[src/rtl/regfile_write_scheduler_pkg.sv]
// Shared register-file definitions: geometry, the queued write entry and an address-match helper.
package regfile_write_scheduler_pkg;

  localparam int unsigned REG_ADDR_W = 4;
  localparam int unsigned REG_DATA_W = 32;
  localparam int unsigned NUM_REGS   = 16;

  typedef struct packed {
    logic [REG_ADDR_W-1:0] addr;
    logic [REG_DATA_W-1:0] data;
  } wr_entry_t;

  function automatic logic addr_hit(input logic [REG_ADDR_W-1:0] addr,
                                    input logic [REG_ADDR_W-1:0] chk_a,
                                    input logic [REG_ADDR_W-1:0] chk_b);
    return (addr == chk_a) || (addr == chk_b);
  endfunction

endpackage

[src/rtl/regfile_write_scheduler_if.sv]
// Requester / register-file / hazard-check signal bundle of the write scheduler.
interface regfile_write_scheduler_if #(
  parameter int unsigned DATA_W = 32,
  parameter int unsigned ADDR_W = 4
);
  logic              rd_req_valid;
  logic [ADDR_W-1:0] rd_req_addr;
  logic [DATA_W-1:0] rd_req_data;
  logic              rd_req_ready;
  logic              rs_req_valid;
  logic [ADDR_W-1:0] rs_req_addr;
  logic [DATA_W-1:0] rs_req_data;
  logic              rs_req_ready;
  logic              rf_we;
  logic [ADDR_W-1:0] rf_waddr;
  logic [DATA_W-1:0] rf_wdata;
  logic [ADDR_W-1:0] chk_addr_a;
  logic [ADDR_W-1:0] chk_addr_b;
  logic              raw_stall;
  logic              busy;

  modport master (
    output rd_req_valid, rd_req_addr, rd_req_data,
    output rs_req_valid, rs_req_addr, rs_req_data,
    output chk_addr_a, chk_addr_b,
    input  rd_req_ready, rs_req_ready,
    input  rf_we, rf_waddr, rf_wdata,
    input  raw_stall, busy
  );

  modport slave (
    input  rd_req_valid, rd_req_addr, rd_req_data,
    input  rs_req_valid, rs_req_addr, rs_req_data,
    input  chk_addr_a, chk_addr_b,
    output rd_req_ready, rs_req_ready,
    output rf_we, rf_waddr, rf_wdata,
    output raw_stall, busy
  );
endinterface

[src/rtl/regfile_write_scheduler_write_fifo.sv]
// Two-push / one-pop circular buffer of pending register writes.
module write_fifo
  import regfile_write_scheduler_pkg::*;
#(
  parameter int unsigned QDEPTH = 4,
  localparam int unsigned PW = $clog2(QDEPTH),
  localparam int unsigned CW = PW + 1
) (
  input  logic                     clock,
  input  logic                     reset,
  input  logic                     push0,
  input  wr_entry_t                push0_entry,
  input  logic                     push1,
  input  wr_entry_t                push1_entry,
  input  logic                     pop,
  output wr_entry_t                head,
  output logic [CW-1:0]            count,
  output wr_entry_t [QDEPTH-1:0]   slots,
  output logic [QDEPTH-1:0]        occupied
);

  wr_entry_t [QDEPTH-1:0] mem;
  logic [PW-1:0]          wr_ptr;
  logic [PW-1:0]          rd_ptr;
  logic [CW-1:0]          cnt;
  logic [1:0]             npush;

  // push1 is only ever raised together with push0
  assign npush = {1'b0, push0} + {1'b0, push1};

  always_ff @(posedge clock) begin
    if (push0) mem[wr_ptr] <= push0_entry;
    if (push1) mem[wr_ptr + PW'(1)] <= push1_entry;
  end

  always_ff @(posedge clock) begin
    if (reset) begin
      wr_ptr <= '0;
      rd_ptr <= '0;
      cnt    <= '0;
    end else begin
      wr_ptr <= wr_ptr + PW'(npush);
      if (pop) rd_ptr <= rd_ptr + PW'(1);
      cnt <= cnt + CW'(npush) - CW'(pop);
    end
  end

  // A slot is live when its distance from the head is below the fill level
  always_comb begin
    occupied = '0;
    for (int unsigned i = 0; i < QDEPTH; i++)
      occupied[i] = ({1'b0, PW'(PW'(i) - rd_ptr)} < cnt);
  end

  assign head  = mem[rd_ptr];
  assign count = cnt;
  assign slots = mem;

endmodule

[src/rtl/regfile_write_scheduler.sv]
// Arbitrates Rd writeback and Rs1 update writes onto the single register-file write port.
module regfile_write_scheduler
  import regfile_write_scheduler_pkg::*;
#(
  parameter int unsigned DATA_W = REG_DATA_W,
  parameter int unsigned ADDR_W = $clog2(NUM_REGS),
  parameter int unsigned QDEPTH = 4
) (
  input logic                       clock,
  input logic                       reset,
  regfile_write_scheduler_if.slave  bus
);

  localparam int unsigned CW = $clog2(QDEPTH) + 1;

  logic [CW-1:0]          count;
  wr_entry_t              head;
  wr_entry_t [QDEPTH-1:0] slots;
  logic [QDEPTH-1:0]      occupied;
  logic                   rd_fire;
  logic                   rs_fire;
  wr_entry_t              rd_entry;
  wr_entry_t              rs_entry;
  logic                   push0;
  logic                   push1;
  wr_entry_t              push0_entry;
  logic                   we;
  logic                   stall;
  logic [ADDR_W-1:0]      head_addr;
  logic [DATA_W-1:0]      head_data;

  // Readies look only at the registered fill level; Rs1 needs a spare slot so Rd can fire alongside
  assign bus.rd_req_ready = (count <= CW'(QDEPTH - 1));
  assign bus.rs_req_ready = (count <= CW'(QDEPTH - 2));

  assign rd_fire  = bus.rd_req_valid & bus.rd_req_ready;
  assign rs_fire  = bus.rs_req_valid & bus.rs_req_ready;
  assign rd_entry = '{addr: bus.rd_req_addr, data: bus.rd_req_data};
  assign rs_entry = '{addr: bus.rs_req_addr, data: bus.rs_req_data};

  // Rd always takes the first slot so its write precedes a same-cycle Rs1 write
  assign push0       = rd_fire | rs_fire;
  assign push1       = rd_fire & rs_fire;
  assign push0_entry = rd_fire ? rd_entry : rs_entry;

  assign we = ~reset & (count != '0);

  write_fifo #(.QDEPTH(QDEPTH)) u_fifo (
    .clock       (clock),
    .reset       (reset),
    .push0       (push0),
    .push0_entry (push0_entry),
    .push1       (push1),
    .push1_entry (rs_entry),
    .pop         (we),
    .head        (head),
    .count       (count),
    .slots       (slots),
    .occupied    (occupied)
  );

  assign head_addr    = head.addr;
  assign head_data    = head.data;
  assign bus.rf_we    = we;
  assign bus.rf_waddr = head_addr;
  assign bus.rf_wdata = head_data;
  assign bus.busy     = (count != '0);

  always_comb begin
    stall = 1'b0;
    for (int unsigned i = 0; i < QDEPTH; i++)
      if (occupied[i] && addr_hit(slots[i].addr, bus.chk_addr_a, bus.chk_addr_b))
        stall = 1'b1;
    if (rd_fire && addr_hit(bus.rd_req_addr, bus.chk_addr_a, bus.chk_addr_b))
      stall = 1'b1;
    if (rs_fire && addr_hit(bus.rs_req_addr, bus.chk_addr_a, bus.chk_addr_b))
      stall = 1'b1;
  end

  assign bus.raw_stall = stall & ~reset;

endmodule

[src/flat_wrapper.sv]
// flat-port wrapper written by rule: the top's interface ports become plain ports
module regfile_write_scheduler_flat import regfile_write_scheduler_pkg::*;
#(
  parameter int unsigned DATA_W = REG_DATA_W,
  parameter int unsigned ADDR_W = $clog2(NUM_REGS),
  parameter int unsigned QDEPTH = 4
)
  (clock, reset, bus_rd_req_valid, bus_rd_req_addr, bus_rd_req_data, bus_rs_req_valid, bus_rs_req_addr, bus_rs_req_data, bus_chk_addr_a, bus_chk_addr_b, bus_rd_req_ready, bus_rs_req_ready, bus_rf_we, bus_rf_waddr, bus_rf_wdata, bus_raw_stall, bus_busy);
  regfile_write_scheduler_if #(.DATA_W(DATA_W), .ADDR_W(ADDR_W)) bus_i ();
  input logic clock;
  input logic reset;
  input wire logic [$bits(bus_i.rd_req_valid)-1:0] bus_rd_req_valid;
  input wire logic [$bits(bus_i.rd_req_addr)-1:0] bus_rd_req_addr;
  input wire logic [$bits(bus_i.rd_req_data)-1:0] bus_rd_req_data;
  input wire logic [$bits(bus_i.rs_req_valid)-1:0] bus_rs_req_valid;
  input wire logic [$bits(bus_i.rs_req_addr)-1:0] bus_rs_req_addr;
  input wire logic [$bits(bus_i.rs_req_data)-1:0] bus_rs_req_data;
  input wire logic [$bits(bus_i.chk_addr_a)-1:0] bus_chk_addr_a;
  input wire logic [$bits(bus_i.chk_addr_b)-1:0] bus_chk_addr_b;
  output wire logic [$bits(bus_i.rd_req_ready)-1:0] bus_rd_req_ready;
  output wire logic [$bits(bus_i.rs_req_ready)-1:0] bus_rs_req_ready;
  output wire logic [$bits(bus_i.rf_we)-1:0] bus_rf_we;
  output wire logic [$bits(bus_i.rf_waddr)-1:0] bus_rf_waddr;
  output wire logic [$bits(bus_i.rf_wdata)-1:0] bus_rf_wdata;
  output wire logic [$bits(bus_i.raw_stall)-1:0] bus_raw_stall;
  output wire logic [$bits(bus_i.busy)-1:0] bus_busy;
  assign bus_i.rd_req_valid = bus_rd_req_valid;
  assign bus_i.rd_req_addr = bus_rd_req_addr;
  assign bus_i.rd_req_data = bus_rd_req_data;
  assign bus_i.rs_req_valid = bus_rs_req_valid;
  assign bus_i.rs_req_addr = bus_rs_req_addr;
  assign bus_i.rs_req_data = bus_rs_req_data;
  assign bus_i.chk_addr_a = bus_chk_addr_a;
  assign bus_i.chk_addr_b = bus_chk_addr_b;
  assign bus_rd_req_ready = bus_i.rd_req_ready;
  assign bus_rs_req_ready = bus_i.rs_req_ready;
  assign bus_rf_we = bus_i.rf_we;
  assign bus_rf_waddr = bus_i.rf_waddr;
  assign bus_rf_wdata = bus_i.rf_wdata;
  assign bus_raw_stall = bus_i.raw_stall;
  assign bus_busy = bus_i.busy;
  regfile_write_scheduler #(.DATA_W(DATA_W), .ADDR_W(ADDR_W), .QDEPTH(QDEPTH)) u_core (.clock(clock), .reset(reset), .bus(bus_i));
endmodule
[config.mk]
export PLATFORM = sky130hd
export DESIGN_NAME = regfile_write_scheduler_flat
export DESIGN_NICKNAME = d
export VERILOG_FILES = /design/src/rtl/regfile_write_scheduler_pkg.sv /design/src/rtl/regfile_write_scheduler_if.sv /design/src/rtl/regfile_write_scheduler_write_fifo.sv /design/src/rtl/regfile_write_scheduler.sv /design/src/flat_wrapper.sv
export SDC_FILE = /design/constraint.sdc
export NUM_CORES = 1
export LEC_CHECK = 0
export ABC_CLOCK_PERIOD_IN_PS = 5600
export BUFFER_PORTS_ARGS = -buffer_cell sky130_fd_sc_hd__buf_2
export CORE_MARGIN = 10
export CORE_UTILIZATION = 55
export DETAILED_ROUTE_END_ITERATION = 6
export GPL_TIMING_DRIVEN = 0
export HOLD_SLACK_MARGIN = 0.08
export MAX_ROUTING_LAYER = met4
export PLACE_DENSITY = 0.77
export SYNTH_ARGS = -nofsm -noshare
export SYNTH_HDL_FRONTEND = slang
export SYNTH_HIERARCHICAL = 1
export SYNTH_SLANG_ARGS = --single-unit
[constraint.sdc]
create_clock -name clock -period 5.6 [get_ports clock]
set_input_delay 0.28 -clock clock [delete_from_list [all_inputs] [get_ports clock]]
set_output_delay 0.28 -clock clock [all_outputs]
set_load 0.01 [all_outputs]
## After elaboration in Yosys (flattened, before gate mapping)

Cells that the tools add are included.

- RAM bits: 0
- Register bits: 151
- Logic and storage cells: 83
- Bits in latches: 0
- Memories: 0
- Memory bits (read-only): 0

- Magnitude comparators: 11
- Equality and inequality tests: 12
- Add/subtract/negate cells: 10
- Shift-type cells: 0
- $mul: 0
- Mux-type cells: 17
- Div/mod/pow operators: 0
- Reduce and logical (&&, ||, !) cells: 15
- Bitwise gates (word level): 7

Operators with widths:

| cell | number |
|---|---|
| bitwise mux 144 bit | 2 |
| two-way mux 144 bit | 2 |
| demux 36 bit (select 2 bit) | 2 |
| two-way mux 36 bit | 4 |
| binary-select mux 36 bit (select 2 bit) | 1 |
| equality test 4 bit | 12 |
| less-than comparator 2 x 3 -> 1 bit | 4 |
| less-than comparator 2 x 3 -> 1 bit (second input constant) | 3 |
| logical AND 1 bit | 8 |
| less-or-equal comparator 3 x 2 -> 1 bit (second input constant) | 2 |
| logical OR 1 bit | 6 |
| two-way mux 1 bit | 6 |
| bitwise AND 1 bit | 5 |
| adder 2 x 1 -> 2 bit (second input constant) | 2 |
| greater-or-equal comparator 2 x 1 -> 1 bit (second input constant) | 2 |
| subtractor 1 x 2 -> 2 bit (first input constant) | 2 |
| subtractor 2 bit (first input constant) | 2 |
| adder 3 x 2 -> 3 bit | 1 |
| nonzero test 3 bit | 1 |
| subtractor 3 x 1 -> 3 bit | 1 |
| adder 1 x 1 -> 2 bit | 1 |
| adder 2 bit | 1 |
| NOT 1 bit | 1 |
| OR 1 bit | 1 |

## Depth between registers and ports, before layout

Gate-level depths: netlist of run 1.

- Depth after elaboration: 10
- Depth in mapped cells: 15
- Depth with buffers taken out: 13

## Cells and area by module

Netlist of run 1, hierarchy kept.

Modules (own cells, without submodules):

| module | area each (µm²) | cells each | instances |
|---|---|---|---|
| write_fifo | 7526.0 | 672 | 1 |
| regfile_write_scheduler | 1062.3 | 123 | 1 |

## Worst setup path before layout of run 1

OpenSTA, ideal clock, no wires.

- Path type: register -> register
- Start point: reg u_core.u_fifo.cnt[2] (netlist: u_core/u_fifo/count[2])
- End point: reg u_core.u_fifo.cnt[2] (netlist: u_core/u_fifo/count[2])
- Clock period less this slack: 2.831 ns
- Cell stages (with the launch flop): 16
- Data required time: 5.485 ns
- Arrival time: 2.716 ns
- Setup time: 0.115 ns
- Buffers on the path: 2
- Path slack: 2.769 ns
- Path through: dfxtp_1 -> inv_1 -> nand2_1 -> buf_2 -> buf_2 -> nand2_1 -> ha_1 -> inv_1 -> ha_1 -> inv_1 -> ha_1 -> inv_1 -> fa_1 -> xnor2_1 -> xnor2_1 -> nor2_1

- Word-level cells in the longest chain between the ends: 6

Ends and longest elaborated chain:

| what | RTL line | source |
|---|---|---|
| start, declared | regfile_write_scheduler_write_fifo.sv:25 | `logic [CW-1:0] cnt;` |
| start signal, assigned | regfile_write_scheduler_write_fifo.sv:44 | `cnt <= cnt + CW'(npush) - CW'(pop);` |
| less-or-equal comparator 3 x 2 -> 1 bit | regfile_write_scheduler.sv:33 | `assign bus.rd_req_ready = (count <= CW'(QDEPTH - 1));` |
| via bus_rd_req_ready | flat_wrapper.sv:20 | `output wire logic [$bits(bus_i.rd_req_ready)-1:0] bus_rd_req_ready;` |
| bitwise AND 1 bit | regfile_write_scheduler.sv:36 | `assign rd_fire = bus.rd_req_valid & bus.rd_req_ready;` |
| OR 1 bit | regfile_write_scheduler.sv:42 | `assign push0 = rd_fire \| rs_fire;` |
| via u_core.push0 | regfile_write_scheduler.sv:24 | `logic push0;` |
| adder 1 x 1 -> 2 bit | regfile_write_scheduler_write_fifo.sv:29 | `assign npush = {1'b0, push0} + {1'b0, push1};` |
| adder 3 x 2 -> 3 bit | regfile_write_scheduler_write_fifo.sv:44 |  |
| subtractor 3 x 1 -> 3 bit | regfile_write_scheduler_write_fifo.sv:44 |  |

The timed path passes the listed nets, and every way through them passes these cells.
A chain may end at the register's enable or synchronous reset.

## Worst setup path in the final report of run 1

- Start point: reg u_core.u_fifo.cnt[2] (netlist: u_core/u_fifo/count[2])
- End point: reg u_core.u_fifo.cnt[2] (netlist: u_core/u_fifo/count[2])

- Word-level cells in the longest chain between the ends: 6

Ends and longest elaborated chain:

| what | RTL line |
|---|---|
| less-or-equal comparator 3 x 2 -> 1 bit, on equally long branches | regfile_write_scheduler.sv:33, regfile_write_scheduler.sv:34 |
| bitwise AND 1 bit, on equally long branches | regfile_write_scheduler.sv:36, regfile_write_scheduler.sv:37 |
| OR 1 bit * | regfile_write_scheduler.sv:42 |
| via u_core.push0 | regfile_write_scheduler.sv:24 |
| adder 1 x 1 -> 2 bit * | regfile_write_scheduler_write_fifo.sv:29 |
| adder 3 x 2 -> 3 bit * | regfile_write_scheduler_write_fifo.sv:44 |
| subtractor 3 x 1 -> 3 bit * | regfile_write_scheduler_write_fifo.sv:44 |

Mark *: on every way through the listed nets, which the timed path passes. The rest lies on a longest branch.

==> summary.md, run 1 <==
| Metric | Value |
|---|---|
| Seq/Total Area, Yosys | `35.2%` |
| Vias in the first global route | `7589` |
| Synth area leaders | `dfxtp_1 35%, a22o_1 11%, mux4_2 9.4%, mux2i_1 8.2%, o211ai_1 6.1%` |
| IO Port Bufs | `116` |
| Register Area | `3020 um2` |
| #FFs+latches synth | `151` |
| Synth Instances | `795` |
| CTS Hold Bufs | `0` |
| Clock group share of total power | `between 20% and 30%` |
| Async SR Flop Fraction | `0%` |
| Mapped Avg Cell Area | `10.8 um2` |
| Predominant post-synthesis flop cell | `dfxtp_1` |
| Fin crit period | `3.38 ns` |
| Via density | `6.49` |
| Warnings from Yosys | `6` |
| Initial Util | `~56%` |
| Congestion Overflow GR | `0` |
| Yosys top cell area share | `35.2%` |
| Int Pwr | `roughly 0.0040 W` |
| Area taken by multi-input logic gates | `roughly 5000 um2` |
| CTS Sinks | `151` |
| Seq pwr share | `31.9%` |
| CTS clk-pin slew, worst paths | `0.06 ns` |
| CTS root buffer | `clkbuf_16` |
| Wirelength per Cell | `22.9 um` |
| Psw | `0.00243 W` |
| Crit share post-route | `60.3%` |
| Clk Latency, worst-skew pair | `~0.42 ns` |
| Nets@finish | `1024` |
| CTS tree | `built` |
| Largest net degree at the start of global routing | `17` |
| Row count | `45` |
| Critical path arrival | `between 3 and 4 ns` |
| CP Capture Type | `flip-flop` |
| Req. time, crit path | `around 6 ns` |
| Lkg Pwr | `4.13 nW` |
| PwrDens | `639 nW/um2` |
| Min-Delay Path Class | `input port to flip-flop` |
| CTS Buf Count | `17` |
| Slew Viols, Final | `0` |
| Switching Fraction | `37.7%` |
| Final core utilization | `between 60% and 70%` |
| Fmax | `296 MHz` |
| Routed vias | `7465` |
| Die area | `21000 um2` |
| EDFF count, synth | `0` |
| Outcome | `finished, final reports clean` |
| GRT Overall Usage | `24.6%` |
| Synth area leader | `dfxtp_1` |
| Commonest cells after routing, fill and taps aside | `151 x dfxtp_1, 135 x buf_2, 104 x a22o_1, 70 x mux2i_1, 70 x o211ai_1` |
| DR iter-0 viols | `696` |
| Max-cap violations | `0` |
| Crit Path Max Fanout | `10` |
| FILL cells | `1204` |
| CTS max path bufs | `2` |
| Comb power frac | `48.0%` |
| Hold Fails Final Rpt | `0` |
| Startpoint types | `flip-flop` |
| Final setup fails | `0` |
| DRC errors left | `0` |
| Clock skew | `0.00931 ns` |
| Antenna Violating Nets Remaining | `0` |
| Tightest Pin Transition | `approximately 0.8 ns` |
| Max_slew headroom | `47.7%` |
| Maximum VDD drop | `0.303 mV` |
| Diode count | `0` |
| Initial antenna violation count | `0` |
| Unrepaired setup endpoints after global routing | `no` |
| Post-Syn Area | `8590 um2` |
| GPL Wtd Cong | `0.901` |
| H-tree depth | `4` |
| Final HPWL from detailed placement | `18000 um` |
| Post-synth net total | `889` |
| Die Wd | `145 um` |
| Layout cells sized above 1 | `29.0%` |
| Commonest non-fill, non-tap cell in the layout | `dfxtp_1` |
| First-pass iteration count of the detailed router | `7` |
| Detailed Route WL | `26400 um` |
| Post_cts resized | `0` |
| First-pass GRT wire length | `41600 um` |
| Die H | `around 140 um` |
| Crit Path Class | `flip-flop to flip-flop` |
| # IOs | `between 100 and 150` |
| Synth unique cells | `42` |
| Setup TNS | `0 ns` |
| Setup Buffers After CTS | `0` |
| Area grow syn2layout | `17.5%` |
| Core area | `~15000 um2` |
-- worst paths after layout --
path / from / endpoint / slack [ns] / cells after the start
worst max-delay path: u_core/u_fifo/count[2] / u_core/u_fifo/count[2] / 2.22 / 15
worst max register to register: u_core/u_fifo/count[2] / u_core/u_fifo/count[2] / 2.22 / 15
worst min register to register: u_core/u_fifo/slots[53] / u_core/u_fifo/slots[53] / 0.47 / 1
worst min-delay path: reset / u_core/u_fifo/count[1] / 0.14 / 2
-- metal layers --
metal / part of all wire, % / routed length, um / GRT usage (%) / vias to the layer above
li1: - / - / - / 3351
met1: 43 / 11200 / 30.7 / 3645
met2: 47 / 12300 / 38.2 / 400
met3: 8.1 / 2130 / 6.02 / 69
met4: 2.6 / 688 / 8.63 / 0
met5: 0 / 0 / - / -
-- per-stage QoR --
step	hold slack [ns]	instances	instance area [um2]	setup WS [ns]	power (W)
2_1_floorplan	0.347	795	8590	2.77	0.00419
5_1_grt	0.157	1151	10100	1.99	0.00679
4_1_cts	0.132	1151	10100	2.27	0.00641
6_report	0.137	1151	10100	2.22	0.00645
3_5_place_dp	0.456	1122	9430	2.29	0.00508
3_3_place_gp	0.451	1122	9430	2.35	0.00501
-- critical path: stages (launching register included) --
cell	delay (ns)
dfxtp_1	0.47
inv_1	0.09
nand2_1	0.08
buf_2	0.33
buf_2	0.37
nand2_1	0.21
ha_1	0.35
inv_1	0.05
ha_1	0.26
inv_1	0.06
ha_1	0.12
inv_1	0.05
fa_1	0.43
xnor2_1	0.19
xnor2_1	0.13
nor2_1	0.05
-- cell usage after synthesis (2+ instances only) --
cell and instances:
a211oi_1 2, nand4_1 6, o2bb2ai_1 2, a21boi_0 2
xnor2_1 31, dfxtp_1 151, mux2i_1 70, o41ai_1 2
nand2b_1 2, nor2_1 5, nor4_1 4, a22o_1 104
buf_1 2, o21ai_4 2, clkbuf_1 31, a21oi_1 9
nand3b_1 36, nor2b_1 4, o211ai_1 70, mux4_2 36
or2_2 3, buf_2 19, o21ai_0 55, inv_1 8
a31oi_1 2, mux2_2 36, buf_6 24, nand2_1 8
o21ai_1 18, ha_1 9, buf_4 8, xor2_1 24
-- power groups by stage --
stage / combinational (W) / sequential, W / clock, W
floorplan: 0.00227 / 0.00192 / 0
global placement: 0.00298 / 0.00204 / 0
detailed placement: 0.00304 / 0.00205 / 0
CTS: 0.00306 / 0.00204 / 0.00130
global route: 0.00332 / 0.00212 / 0.00136
finish: 0.00309 / 0.00205 / 0.00130
-- logic make-up (layout without fill, tap and decap cells) --
family,count (synthesis),after routing,synth area share [%]
buffers and inverters,93,238,6.79
muxes,142,142,22.3
xor gates and xnor gates,55,55,5.61
adders and majority gates,10,10,1.54
AOI/OAI and AO/OA,271,271,23.1
DFF,151,151,35.2
and+or+nand+nor,73,73,5.48
-- flip-flops by register name, summed over array words and instances (netlist names) --
register,cells
u_core/u_fifo/count,3
u_core/u_fifo/rd_ptr,2
u_core/u_fifo/slots,144
u_core/u_fifo/wr_ptr,2
-- final cells by class --
class                           instances  area share (%)
Buffer                                 84            5.44
Clock inverter                          8            1.95
Multi-Input combinational cell        551            49.4
Tap cell                              211            2.62
Clock buffer                           21            4.56
Timing Repair Buffer                  116            5.75
Sequential cell                       151            30.0
Inverter                                9           0.335
(Power assumes the default switching activity.)
==> run 2: changes to the inputs <==
ABC_CLOCK_PERIOD_IN_PS = 3370   (was 5600)
clock period = 3.37 ns   (was 5.6 ns; I/O delays follow)
==> run 2 against run 1 <==
  * First-iteration DRC count down 8.9%
  * Sequential power up 66%
  * Global-route usage about the same
  * Largest power group unchanged
  * Highest routed layer unchanged
  * Utilization up 0.11 points
==> summary.md, run 2 (synthesis gave the netlist of run 1 again) <==
| Metric | Value |
|---|---|
| Outcome | `finished, final reports clean` |
| Startpoint types | `flip-flop` |
| Min-Delay Path Class | `input port to flip-flop` |
| DR iter-0 viols | `634 (-8.9%)` |
| Final setup fails | `0 (unchanged)` |
| IO Port Bufs | `116 (unchanged)` |
| Critical path arrival | `3.36 ns (-0.33 ns)` |
| CP Depth | `15 (unchanged)` |
| CP Capture Type | `flip-flop` |
| Diode count | `0 (unchanged)` |
| Area taken by multi-input logic gates | `4980 um2 (unchanged)` |
| Cell count after placement | `1122 (unchanged)` |
| Clock skew | `0.00641 ns (-0.00290 ns)` |
| Setup Buffers After CTS | `0 (unchanged)` |
| CTS max path bufs | `2 (unchanged)` |
| Max_slew headroom | `46.5% (-1.2 points)` |
| Unrepaired setup endpoints after global routing | `no` |
| CTS tree | `built` |
| Commonest non-fill, non-tap cell in the layout | `dfxtp_1` |
| Antenna Violating Nets Remaining | `0 (unchanged)` |
| Hold wc startpoint | `bus_rs_req_data[6]` |
| Detailed Route WL | `26400 um (about the same)` |
| GRT Overall Usage | `24.7% (about the same)` |
| Crit-path cells | `inv_1 -> nand2_1 -> clkbuf_4 -> buf_4 -> nand2_1 -> ha_1 -> inv_1 -> ha_1 -> inv_1 -> ha_1 -> inv_1 -> fa_1 -> xnor2_1 -> xnor2_1 -> nor2_1` |
| Register Area | `3020 um2 (about the same)` |
| Via density | `6.50 (+0.15%)` |
| R2r worst-path depth | `15 (unchanged)` |
| Initial Util | `56.3% (unchanged)` |
| GPL Wtd Cong | `0.901 (unchanged)` |
| Final core utilization | `66.2% (+0.11 points)` |
| FF-to-FF End | `u_core/u_fifo/count[2]` |
| Max reg flops | `144 (unchanged)` |
| R2r startpoint | `u_core/u_fifo/count[2]` |
| Commonest cells after routing, fill and taps aside | `150 x dfxtp_1, 133 x buf_2, 104 x a22o_1, 70 x mux2i_1, 70 x o211ai_1` |
| Req. time, crit path | `3.68 ns (-2.23 ns)` |
| DRC errors left | `0 (unchanged)` |
| Delay-heaviest family, CP | `adder cells` |
| PwrDens | `1060 nW/um2 (+66%)` |
| Hold slack | `0.146 ns (+0.00917 ns)` |
| CTS Buf Count | `17 (unchanged)` |
| Fin cells | `1152 (+0.087%)` |
| Largest net degree at the start of global routing | `17 (unchanged)` |
| Crit Path Max Fanout | `10 (unchanged)` |
| CTS Sinks | `151 (unchanged)` |
| # IOs | `125 (unchanged)` |
| H-tree depth | `4 (unchanged)` |
| Slew Viols, Final | `0 (unchanged)` |
| Max-cap violations | `0 (unchanged)` |
| First-pass iteration count of the detailed router | `5 (-2)` |
| Critical path buffers and inverters | `6 (unchanged)` |
| Fin crit period | `3.05 ns (-0.324 ns)` |
| FILL cells | `1202 (-0.17%)` |
| Lkg Pwr | `4.13 nW (+0.16%)` |
| CP endpoint | `u_core/u_fifo/count[2]` |
| Die area | `21000 um2 (unchanged)` |
| Crit Path Class | `flip-flop to flip-flop` |
| Reg2reg setup slack | `0.32 ns (-1.91 ns)` |
| CTS clk-pin slew, worst paths | `0.06 ns (about the same)` |
| Layout cells sized above 1 | `29.1% (+0.075 points)` |
| Routed vias | `7483 (+0.24%)` |
| Clk Latency, worst-skew pair | `0.42 ns (about the same)` |
| Final HPWL from detailed placement | `18000 um (unchanged)` |
| Core area | `15300 um2 (unchanged)` |
| Fmax | `328 MHz (+11%)` |
| Setup TNS | `0 ns (unchanged)` |
| Max stage delay on crit path | `0.43 ns (-0.04 ns)` |
| Crit path from | `u_core/u_fifo/count[2]` |
| Hold Fails Final Rpt | `0 (unchanged)` |
| Nets@finish | `1025 (+0.098%)` |
| Tightest Pin Transition | `0.803 ns (+0.0184 ns)` |
| Initial antenna violation count | `0 (unchanged)` |
| Row count | `45 (unchanged)` |
| Wirelength per Cell | `22.9 um (-0.19%)` |
| Vias in the first global route | `7596 (+0.092%)` |
| Critical Path Most Common Cell | `inv_1` |
| Crit-path slowest cell | `fa_1` |
| CTS root buffer | `clkbuf_16` |
| Die Wd | `145 um (unchanged)` |
| Congestion Overflow GR | `0 (unchanged)` |
| First-pass GRT wire length | `41600 um (about the same)` |
| Maximum VDD drop | `0.504 mV (+66%)` |
| Die H | `145 um (unchanged)` |
| Area grow syn2layout | `17.7%` |
| Crit share post-route | `90.6% (+30 points)` |
==> run 2: cell count changes in the layout (fill, tap and decap cells not counted) <==
cell           before  now
buf_2             135  133
buf_4               8    9
clkbuf_4            0    1
dfxtp_1           151  150
dfxtp_2             0    1
dlygate4sd3_1       0    1
==> run 2: cell type report <==
type	count	area share, %
buffer	84	5.48
clock buffer	21	4.56
clock inverter	8	1.94
inverter	9	0.334
multi-input combinational	551	49.3
sequential	151	29.9
tap	211	2.61
timing repair buffer	117	5.84
==> run 2: per-stage QoR <==
| step | total power (W) | setup slack, ns | cell area (um2) |
|---|---|---|---|
| 6_report | 0.0107 | 0.317 | 10100 |
| 5_1_grt | 0.0113 | 0.0910 | 10100 |
| 4_1_cts | 0.0107 | 0.0377 | 10100 |
| 3_5_place_dp | 0.00845 | 0.0611 | 9430 |
| 3_3_place_gp | 0.00833 | 0.117 | 9430 |
| 2_1_floorplan | 0.00696 | 0.539 | 8590 |
==> run 2: power breakdown <==
group          internal [W]  switching [W]  total [W]
Sequential          0.00272       0.000690    0.00341
Combinational       0.00254        0.00260    0.00514
Clock               0.00142       0.000744    0.00216
Total               0.00668        0.00403     0.0107
==> run 2: worst min path at each step <==
stage                                     to  slack, ns  depth (start not counted)
floorplan             u_core/u_fifo/count[1]       0.24                          1
global route        u_core/u_fifo/slots[114]       0.15                          3
detailed placement   u_core/u_fifo/slots[56]       0.46                          1
global placement     u_core/u_fifo/slots[57]       0.45                          1
CTS                 u_core/u_fifo/slots[136]       0.13                          3
finish              u_core/u_fifo/slots[114]       0.15                          3
==> run 2: timing repair <==
| action | 4_1_cts | 5_1_grt |
|---|---|---|
| hold endpoints to repair | 7 | 0 |
| hold buffers | 1 | 0 |
| setup endpoints to repair | 0 | 1 |
| resized for setup | 0 | 4 |
==> run 2: routing by layer <==
| metal | vias to the layer above | track usage, % | share of wire [%] |
|---|---|---|---|
| met5 | - | - | 0 |
| met4 | 0 | 8.63 | 2.5 |
| met3 | 66 | 6.02 | 7.7 |
| met2 | 399 | 38.3 | 47 |
| met1 | 3668 | 30.7 | 43 |
| li1 | 3350 | - | - |
==> run 2: worst reg2reg max path, cell delays in order, from the launching register on <==
cell	delay, ns
dfxtp_2	0.40
inv_1	0.07
nand2_1	0.08
clkbuf_4	0.27
buf_4	0.26
nand2_1	0.16
ha_1	0.34
inv_1	0.05
ha_1	0.26
inv_1	0.06
ha_1	0.13
inv_1	0.05
fa_1	0.43
xnor2_1	0.19
xnor2_1	0.13
nor2_1	0.05
